[config.mk]
export PLATFORM = sky130hd
export DESIGN_NAME = gpio_debug_bridge
export DESIGN_NICKNAME = d
export VERILOG_FILES = /design/src/rtl/gpio_debug_bridge.sv
export SDC_FILE = /design/constraint.sdc
export NUM_CORES = 1
export LEC_CHECK = 0
export ABC_AREA = 1
export CORE_ASPECT_RATIO = 0.8
export CORE_MARGIN = 1
export CORE_UTILIZATION = 50
export CTS_BUF_LIST = sky130_fd_sc_hd__clkbuf_16
export DETAILED_ROUTE_END_ITERATION = 10
export MAX_ROUTING_LAYER = met4
export PLACE_DENSITY_LB_ADDON = 0.2
export SYNTH_ARGS = -nofsm -noshare
export SYNTH_HDL_FRONTEND = slang
export SYNTH_SLANG_ARGS = --single-unit
[constraint.sdc]
create_clock -name i_clock -period 8.9 [get_ports i_clock]
set_input_delay 2.67 -clock i_clock [delete_from_list [all_inputs] [get_ports i_clock]]
set_output_delay 2.67 -clock i_clock [all_outputs]
set_load 0.05 [all_outputs]
[src/rtl/gpio_debug_bridge.sv]
// GPIO command/readback bridge: toggle-handshaked frames drive pipeline run/stop/step/reset
// and return coherent multi-frame snapshots of debug channels. Optional macro: GPIO_BRIDGE_SYNC_EN.
module gpio_debug_bridge #(
    parameter int NB_FRAME = 32,
    parameter int NB_CMD   = 4,
    parameter int N_CHAN   = 4,
    parameter int NB_CHAN  = 64
) (
    input  logic                       i_clock,
    input  logic                       i_reset,
    input  logic [NB_FRAME-1:0]        i_frame_from_blaze,
    input  logic [N_CHAN*NB_CHAN-1:0]  i_channels,
    output logic [NB_FRAME-1:0]        o_frame_to_blaze,
    output logic                       o_pipe_enable,
    output logic                       o_pipe_reset,
    output logic                       o_busy
);

    localparam int NB_CHUNK = NB_FRAME - 2;
    localparam int NB_ARG   = NB_FRAME - 1 - NB_CMD;
    localparam int N_CHUNKS = (NB_CHAN + NB_CHUNK - 1) / NB_CHUNK;
    localparam int NB_PAD   = N_CHUNKS * NB_CHUNK;

    localparam logic [NB_CMD-1:0] OP_NOP        = NB_CMD'(0);
    localparam logic [NB_CMD-1:0] OP_RUN        = NB_CMD'(1);
    localparam logic [NB_CMD-1:0] OP_STOP       = NB_CMD'(2);
    localparam logic [NB_CMD-1:0] OP_STEP       = NB_CMD'(3);
    localparam logic [NB_CMD-1:0] OP_RESET_PIPE = NB_CMD'(4);
    localparam logic [NB_CMD-1:0] OP_READ       = NB_CMD'(5);

    typedef enum logic [1:0] {
        ST_IDLE,
        ST_DECODE,
        ST_STEPPING
    } state_t;

    state_t                state_q, state_d;
    logic                  acc_tog_q, acc_tog_d;
    logic [NB_CMD-1:0]     op_q, op_d;
    logic [NB_ARG-1:0]     arg_q, arg_d;
    logic                  ack_q, ack_d;
    logic                  err_q, err_d;
    logic [NB_CHUNK-1:0]   data_q, data_d;
    logic                  run_q, run_d;
    logic                  step_en_q, step_en_d;
    logic                  pipe_rst_q, pipe_rst_d;
    logic [NB_ARG-1:0]     cnt_q, cnt_d;
    logic [NB_CHAN-1:0]    snap_q, snap_d;

    logic                  req_tog;

`ifdef GPIO_BRIDGE_SYNC_EN
    logic sync1_q, sync2_q;

    always_ff @(posedge i_clock or posedge i_reset) begin
        if (i_reset) begin
            sync1_q <= 1'b0;
            sync2_q <= 1'b0;
        end else begin
            sync1_q <= i_frame_from_blaze[NB_FRAME-1];
            sync2_q <= sync1_q;
        end
    end

    assign req_tog = sync2_q;
`else
    assign req_tog = i_frame_from_blaze[NB_FRAME-1];
`endif

    // Channel and chunk views; the padded vectors make the last chunk zero-extended.
    logic [NB_CHAN-1:0]  chan_arr    [N_CHAN];
    logic [NB_CHUNK-1:0] live_chunks [N_CHUNKS];
    logic [NB_CHUNK-1:0] snap_chunks [N_CHUNKS];
    logic [NB_CHAN-1:0]  live_sel;
    logic [NB_PAD-1:0]   live_pad;
    logic [NB_PAD-1:0]   snap_pad;

    assign live_pad = NB_PAD'(live_sel);
    assign snap_pad = NB_PAD'(snap_q);

    genvar gi;
    generate
        for (gi = 0; gi < N_CHAN; gi++) begin : g_chan
            assign chan_arr[gi] = i_channels[gi*NB_CHAN +: NB_CHAN];
        end
        for (gi = 0; gi < N_CHUNKS; gi++) begin : g_chunk
            assign live_chunks[gi] = live_pad[gi*NB_CHUNK +: NB_CHUNK];
            assign snap_chunks[gi] = snap_pad[gi*NB_CHUNK +: NB_CHUNK];
        end
    endgenerate

    logic [3:0]          c_idx;
    logic [3:0]          k_idx;
    logic                read_ok;
    logic [NB_CHUNK-1:0] snap_chunk;

    assign c_idx   = arg_q[3:0];
    assign k_idx   = arg_q[7:4];
    assign read_ok = (32'(k_idx) < N_CHAN) && (32'(c_idx) < N_CHUNKS);

    always_comb begin
        live_sel   = '0;
        snap_chunk = '0;
        for (int i = 0; i < N_CHAN; i++) begin
            if (k_idx == 4'(i)) live_sel = chan_arr[i];
        end
        for (int i = 0; i < N_CHUNKS; i++) begin
            if (c_idx == 4'(i)) snap_chunk = snap_chunks[i];
        end
    end

    always_comb begin
        state_d    = state_q;
        acc_tog_d  = acc_tog_q;
        op_d       = op_q;
        arg_d      = arg_q;
        ack_d      = ack_q;
        err_d      = err_q;
        data_d     = data_q;
        run_d      = run_q;
        step_en_d  = step_en_q;
        pipe_rst_d = 1'b0;
        cnt_d      = cnt_q;
        snap_d     = snap_q;

        case (state_q)
            ST_IDLE: begin
                if (req_tog != acc_tog_q) begin
                    state_d   = ST_DECODE;
                    acc_tog_d = req_tog;
                    op_d      = i_frame_from_blaze[NB_FRAME-2 -: NB_CMD];
                    arg_d     = i_frame_from_blaze[NB_ARG-1:0];
                end
            end
            ST_DECODE: begin
                state_d = ST_IDLE;
                ack_d   = ~ack_q;
                err_d   = 1'b0;
                data_d  = '0;
                case (op_q)
                    OP_NOP:  ;
                    OP_RUN:  run_d = 1'b1;
                    OP_STOP: run_d = 1'b0;
                    OP_STEP: begin
                        run_d = 1'b0;
                        // Response frame stays frozen until the step count expires.
                        if (arg_q != '0) begin
                            state_d   = ST_STEPPING;
                            ack_d     = ack_q;
                            err_d     = err_q;
                            data_d    = data_q;
                            step_en_d = 1'b1;
                            cnt_d     = arg_q;
                        end
                    end
                    OP_RESET_PIPE: begin
                        pipe_rst_d = 1'b1;
                        run_d      = 1'b0;
                    end
                    OP_READ: begin
                        if (!read_ok) begin
                            err_d = 1'b1;
                        end else if (c_idx == 4'd0) begin
                            snap_d = live_sel;
                            data_d = live_chunks[0];
                        end else begin
                            data_d = snap_chunk;
                        end
                    end
                    default: err_d = 1'b1;
                endcase
            end
            ST_STEPPING: begin
                if (cnt_q == NB_ARG'(1)) begin
                    state_d   = ST_IDLE;
                    step_en_d = 1'b0;
                    ack_d     = ~ack_q;
                    err_d     = 1'b0;
                    data_d    = '0;
                end else begin
                    cnt_d = cnt_q - NB_ARG'(1);
                end
            end
            default: state_d = ST_IDLE;
        endcase
    end

    always_ff @(posedge i_clock or posedge i_reset) begin
        if (i_reset) begin
            state_q    <= ST_IDLE;
            acc_tog_q  <= 1'b0;
            op_q       <= '0;
            arg_q      <= '0;
            ack_q      <= 1'b0;
            err_q      <= 1'b0;
            data_q     <= '0;
            run_q      <= 1'b0;
            step_en_q  <= 1'b0;
            pipe_rst_q <= 1'b0;
            cnt_q      <= '0;
            snap_q     <= '0;
        end else begin
            state_q    <= state_d;
            acc_tog_q  <= acc_tog_d;
            op_q       <= op_d;
            arg_q      <= arg_d;
            ack_q      <= ack_d;
            err_q      <= err_d;
            data_q     <= data_d;
            run_q      <= run_d;
            step_en_q  <= step_en_d;
            pipe_rst_q <= pipe_rst_d;
            cnt_q      <= cnt_d;
            snap_q     <= snap_d;
        end
    end

    assign o_frame_to_blaze = {ack_q, err_q, data_q};
    assign o_pipe_enable    = run_q | step_en_q;
    assign o_pipe_reset     = pipe_rst_q;
    assign o_busy           = (state_q != ST_IDLE);

endmodule

==> key figures <==
Outcome
  – Outcome: complete, no violations

Synthesis
  – #FFs+latches synth: 130
  – Post-synth EDFFs: 0
  – Syn. warnings: 0
  – Most common library cells after synthesis: nand2_1, inv_1, nand3_1, nor2_1, o21ai_0
  – Sequential share of the synthesized area: 0.353
  – Synthesized Nets: approximately 1,800
  – Area share of the largest cell type after synthesis: 0.353
  – FFs w/ async S/R, synth: 1.00
  – Count leader, synth: nand2_1
  – Top FF cell, synth: dfrtp_1
  – Yosys top cell by area: dfrtp_1
  – Area contributors post-synth: dfrtp_1, nand2_1, inv_1, nand3_1, o21ai_0
  – Distinct cells, synth: 35
  – Synthesized instance count: around 1,500
  – Post-Syn Area: roughly 9200 µm²
  – Mean Syn Cell Area: about 6 µm²

STA
  – Fin. Hold Viols: 0
  – Final Critical Period: 4.68 ns
  – Setup TNS: 0 ns
  – Slew Limit Fails: 0
  – Clock Skews: 0.0121 ns
  – Worst-Margin Slew: 1.23 ns
  – Slew HR: 0.181
  – Max frequency: around 210 MHz
  – RSZ-0062 raised after global routing: false
  – Period utilization: 0.526
  – Hold Slack: around 0.48 ns
  – Final setup viols: 0

Min path
  – Hold Startpoint: step_en_q
  – Worst Hold Path EP: step_en_q
  – Cells on Worst Hold Path: 2
  – Class of the tightest hold or removal check: register to register

GRT
  – Grt met1 use: 0.464
  – Met2 usage: 0.546
  – Largest net degree at the start of global routing: slightly above 70
  – Met3 Resource Use GR: 0.0971
  – Initial antenna violation count: 3
  – First-pass GRT wire length: 50,100 µm
  – Vias in the first global route: between 9,000 and 10,000
  – Gr ovfl total: 0
  – Gr busiest metal: met2
  – Total global-route track usage: 0.357

Worst setup path
  – Worst R2R Start: state_q[0]
  – Crit path cell chain: inv_1 > ha_1 > inv_1 > clkdlybuf4s50_1
  – Slowest cell delay on critical path: ~0.80 ns
  – Reg2Reg Setup Slack: around 5.5 ns
  – Buf+Inv Stages, Crit Path: 3
  – Crit. End Element: output port
  – CP Data Required Time: 6.23 ns
  – Worst r2r dst: data_q[25]
  – CP Launch Type: register
  – CP max stage cell: clkdlybuf4s50_1
  – Critical path class: register to output port
  – Cell mode on critical path: inv_1
  – FF-to-FF path depth: 10
  – Crit path DAT: around 2 ns
  – CP max FO: 4
  – Crit-path leading delay family: buffers and inverters

Clock network
  – Skew-Pair Late Insertion Delay: 0.41 ns
  – Postcts setup bufs: 0
  – Root buffer cell: clkbuf_16
  – Post_cts resized: 0
  – Clk sink count: 130
  – Clk buf depth: 2
  – H-tree levels: 4
  – Hold-fix buffers at CTS: 0
  – CTS tree: yes
  – Clock buffer count from CTS: 17
  – Clk slew on worst S/H paths: about 0.06 ns

Floorplanning
  – Die H: roughly 120 µm
  – Placement Rows: 43
  – Effective utilization at floorplan: 0.522
  – Die width: 154 µm
  – Ports: approximately 330
  – Die area: 19,000 µm²
  – Core Area: about 18,000 µm²

Detailed routing
  – ANT nets after route: 0
  – Total number of vias: roughly 11,000
  – Drt drc: 0
  – Final WL: roughly 33,000 µm
  – DR iter-0 viols: around 1,100
  – Routed len/inst: 16.3 µm
  – First-pass DRT Iterations: 6
  – Via/cell ratio: 5.26

Pwr
  – Sequential group share of total power: 0.284
  – Switching power total: ~1600 µW
  – Leak: around 0.0065 µW
  – Total chip power: about 3400 µW
  – Net Sw Frac: 0.467
  – Max IR drop VDD: between 150 and 200 µV
  – Clock power share: 0.204
  – Power Dens Cells: roughly 260 nW/µm²
  – Gate power share: 0.512
  – P_int: approximately 1800 µW

Placed design
  – Dpl hpwl: ~25,000 µm
  – Placed cells: 2,000
  – # port buffers: roughly 320
  – Final GP Congestion: about 0.94

Layout
  – Post-route insts no fill: ~2,000
  – Share of cells above drive strength 1: 0.0327
  – Post-layout nets: around 2,100
  – Synth-to-layout area growth: 41.8%

Flow run
  – Max Cap Viol: 0
-- registers in the layout, summed over array words and instances (netlist names) --
signal and cells:
acc_tog_q 1, err_q 1, step_en_q 1, run_q 1, snap_q 34, arg_q 27, op_q 4, state_q 2
data_q 30, o_pipe_reset 1, ack_q 1, cnt_q 27
-- worst max-delay path by stage --
stage	start	end	slack, ns	depth (start not counted)
6_report	state_q[0]	o_busy	4.22	4
2_1_floorplan	i_reset	acc_tog_q	2.76	1
4_1_cts	state_q[0]	o_busy	4.20	4
3_5_place_dp	i_frame_from_blaze[31]	arg_q[10]	4.04	4
3_3_place_gp	i_frame_from_blaze[31]	arg_q[9]	4.10	4
5_1_grt	state_q[0]	o_busy	4.15	4
-- layout by cell type, fill, tap and decap left out, types with 3 or more instances in the layout --
master	netlist	routed
a21oi_1	32	32
buf_4	5	8
bufinv_16	0	3
clkbuf_16	0	17
clkdlybuf4s50_1	0	324
clkinv_2	0	4
dfrtp_1	130	130
diode_2	0	3
ha_1	5	5
inv_1	283	286
inv_2	4	4
nand2_1	436	436
nand3_1	171	169
nand3_2	1	3
nand3b_1	3	3
nand4_1	13	13
nor2_1	160	159
nor2_2	4	5
nor2_4	3	3
o21ai_0	157	157
o21ai_1	20	20
or2_2	4	4
-- worst min-delay path, stage by stage (launching register included) --
cell and delay [ns]:
dfrtp_1 0.34, nand2_1 0.06, nand2_1 0.05
-- per-stage QoR --
stage	area (µm²)	worst slack (ns)	util
2_1_floorplan	9200	2.76	-
3_3_place_gp	12500	4.10	0.706
3_5_place_dp	12500	4.04	0.706
4_1_cts	13000	4.20	0.739
5_1_grt	13100	4.15	0.740
6_report	13100	4.22	0.740
-- layer usage --
layer | wire length (µm) | vias to the layer above
li1 | - | 5221
met1 | 13700 | 4898
met2 | 15000 | 537
met3 | 3640 | 52
met4 | 757 | 0
met5 | 0 | -
-- power by group through the flow --
stage               clock network [µW]  logic (µW)  registers (µW)
floorplan                            0        1020            1140
global placement                     0        1670             966
detailed placement                   0        1720             973
CTS                                695        1740             969
global route                       724        1930             999
finish                             698        1750             973
-- logic make-up after synthesis --
group	count (synthesis)	synth area share
buffers and inverters	361	0.154
adders and majority gates	5	0.00680
muxes	2	0.00245
xor gates and xnor gates	1	0.000952
and+or+nand+nor	802	0.364
DFF	130	0.353
AOI/OAI and AO/OA	215	0.118
-- final cells by class --
type	count	area (µm²)
antenna	3	7.51
clock buffer	17	425
clock inverter	15	153
fill	1480	4600
inverter	288	1080
multi-input combinational	1025	4540
sequential	130	3250
tap	225	282
timing repair buffer	332	3300
Note: power is estimated with default switching activity, not from simulation.
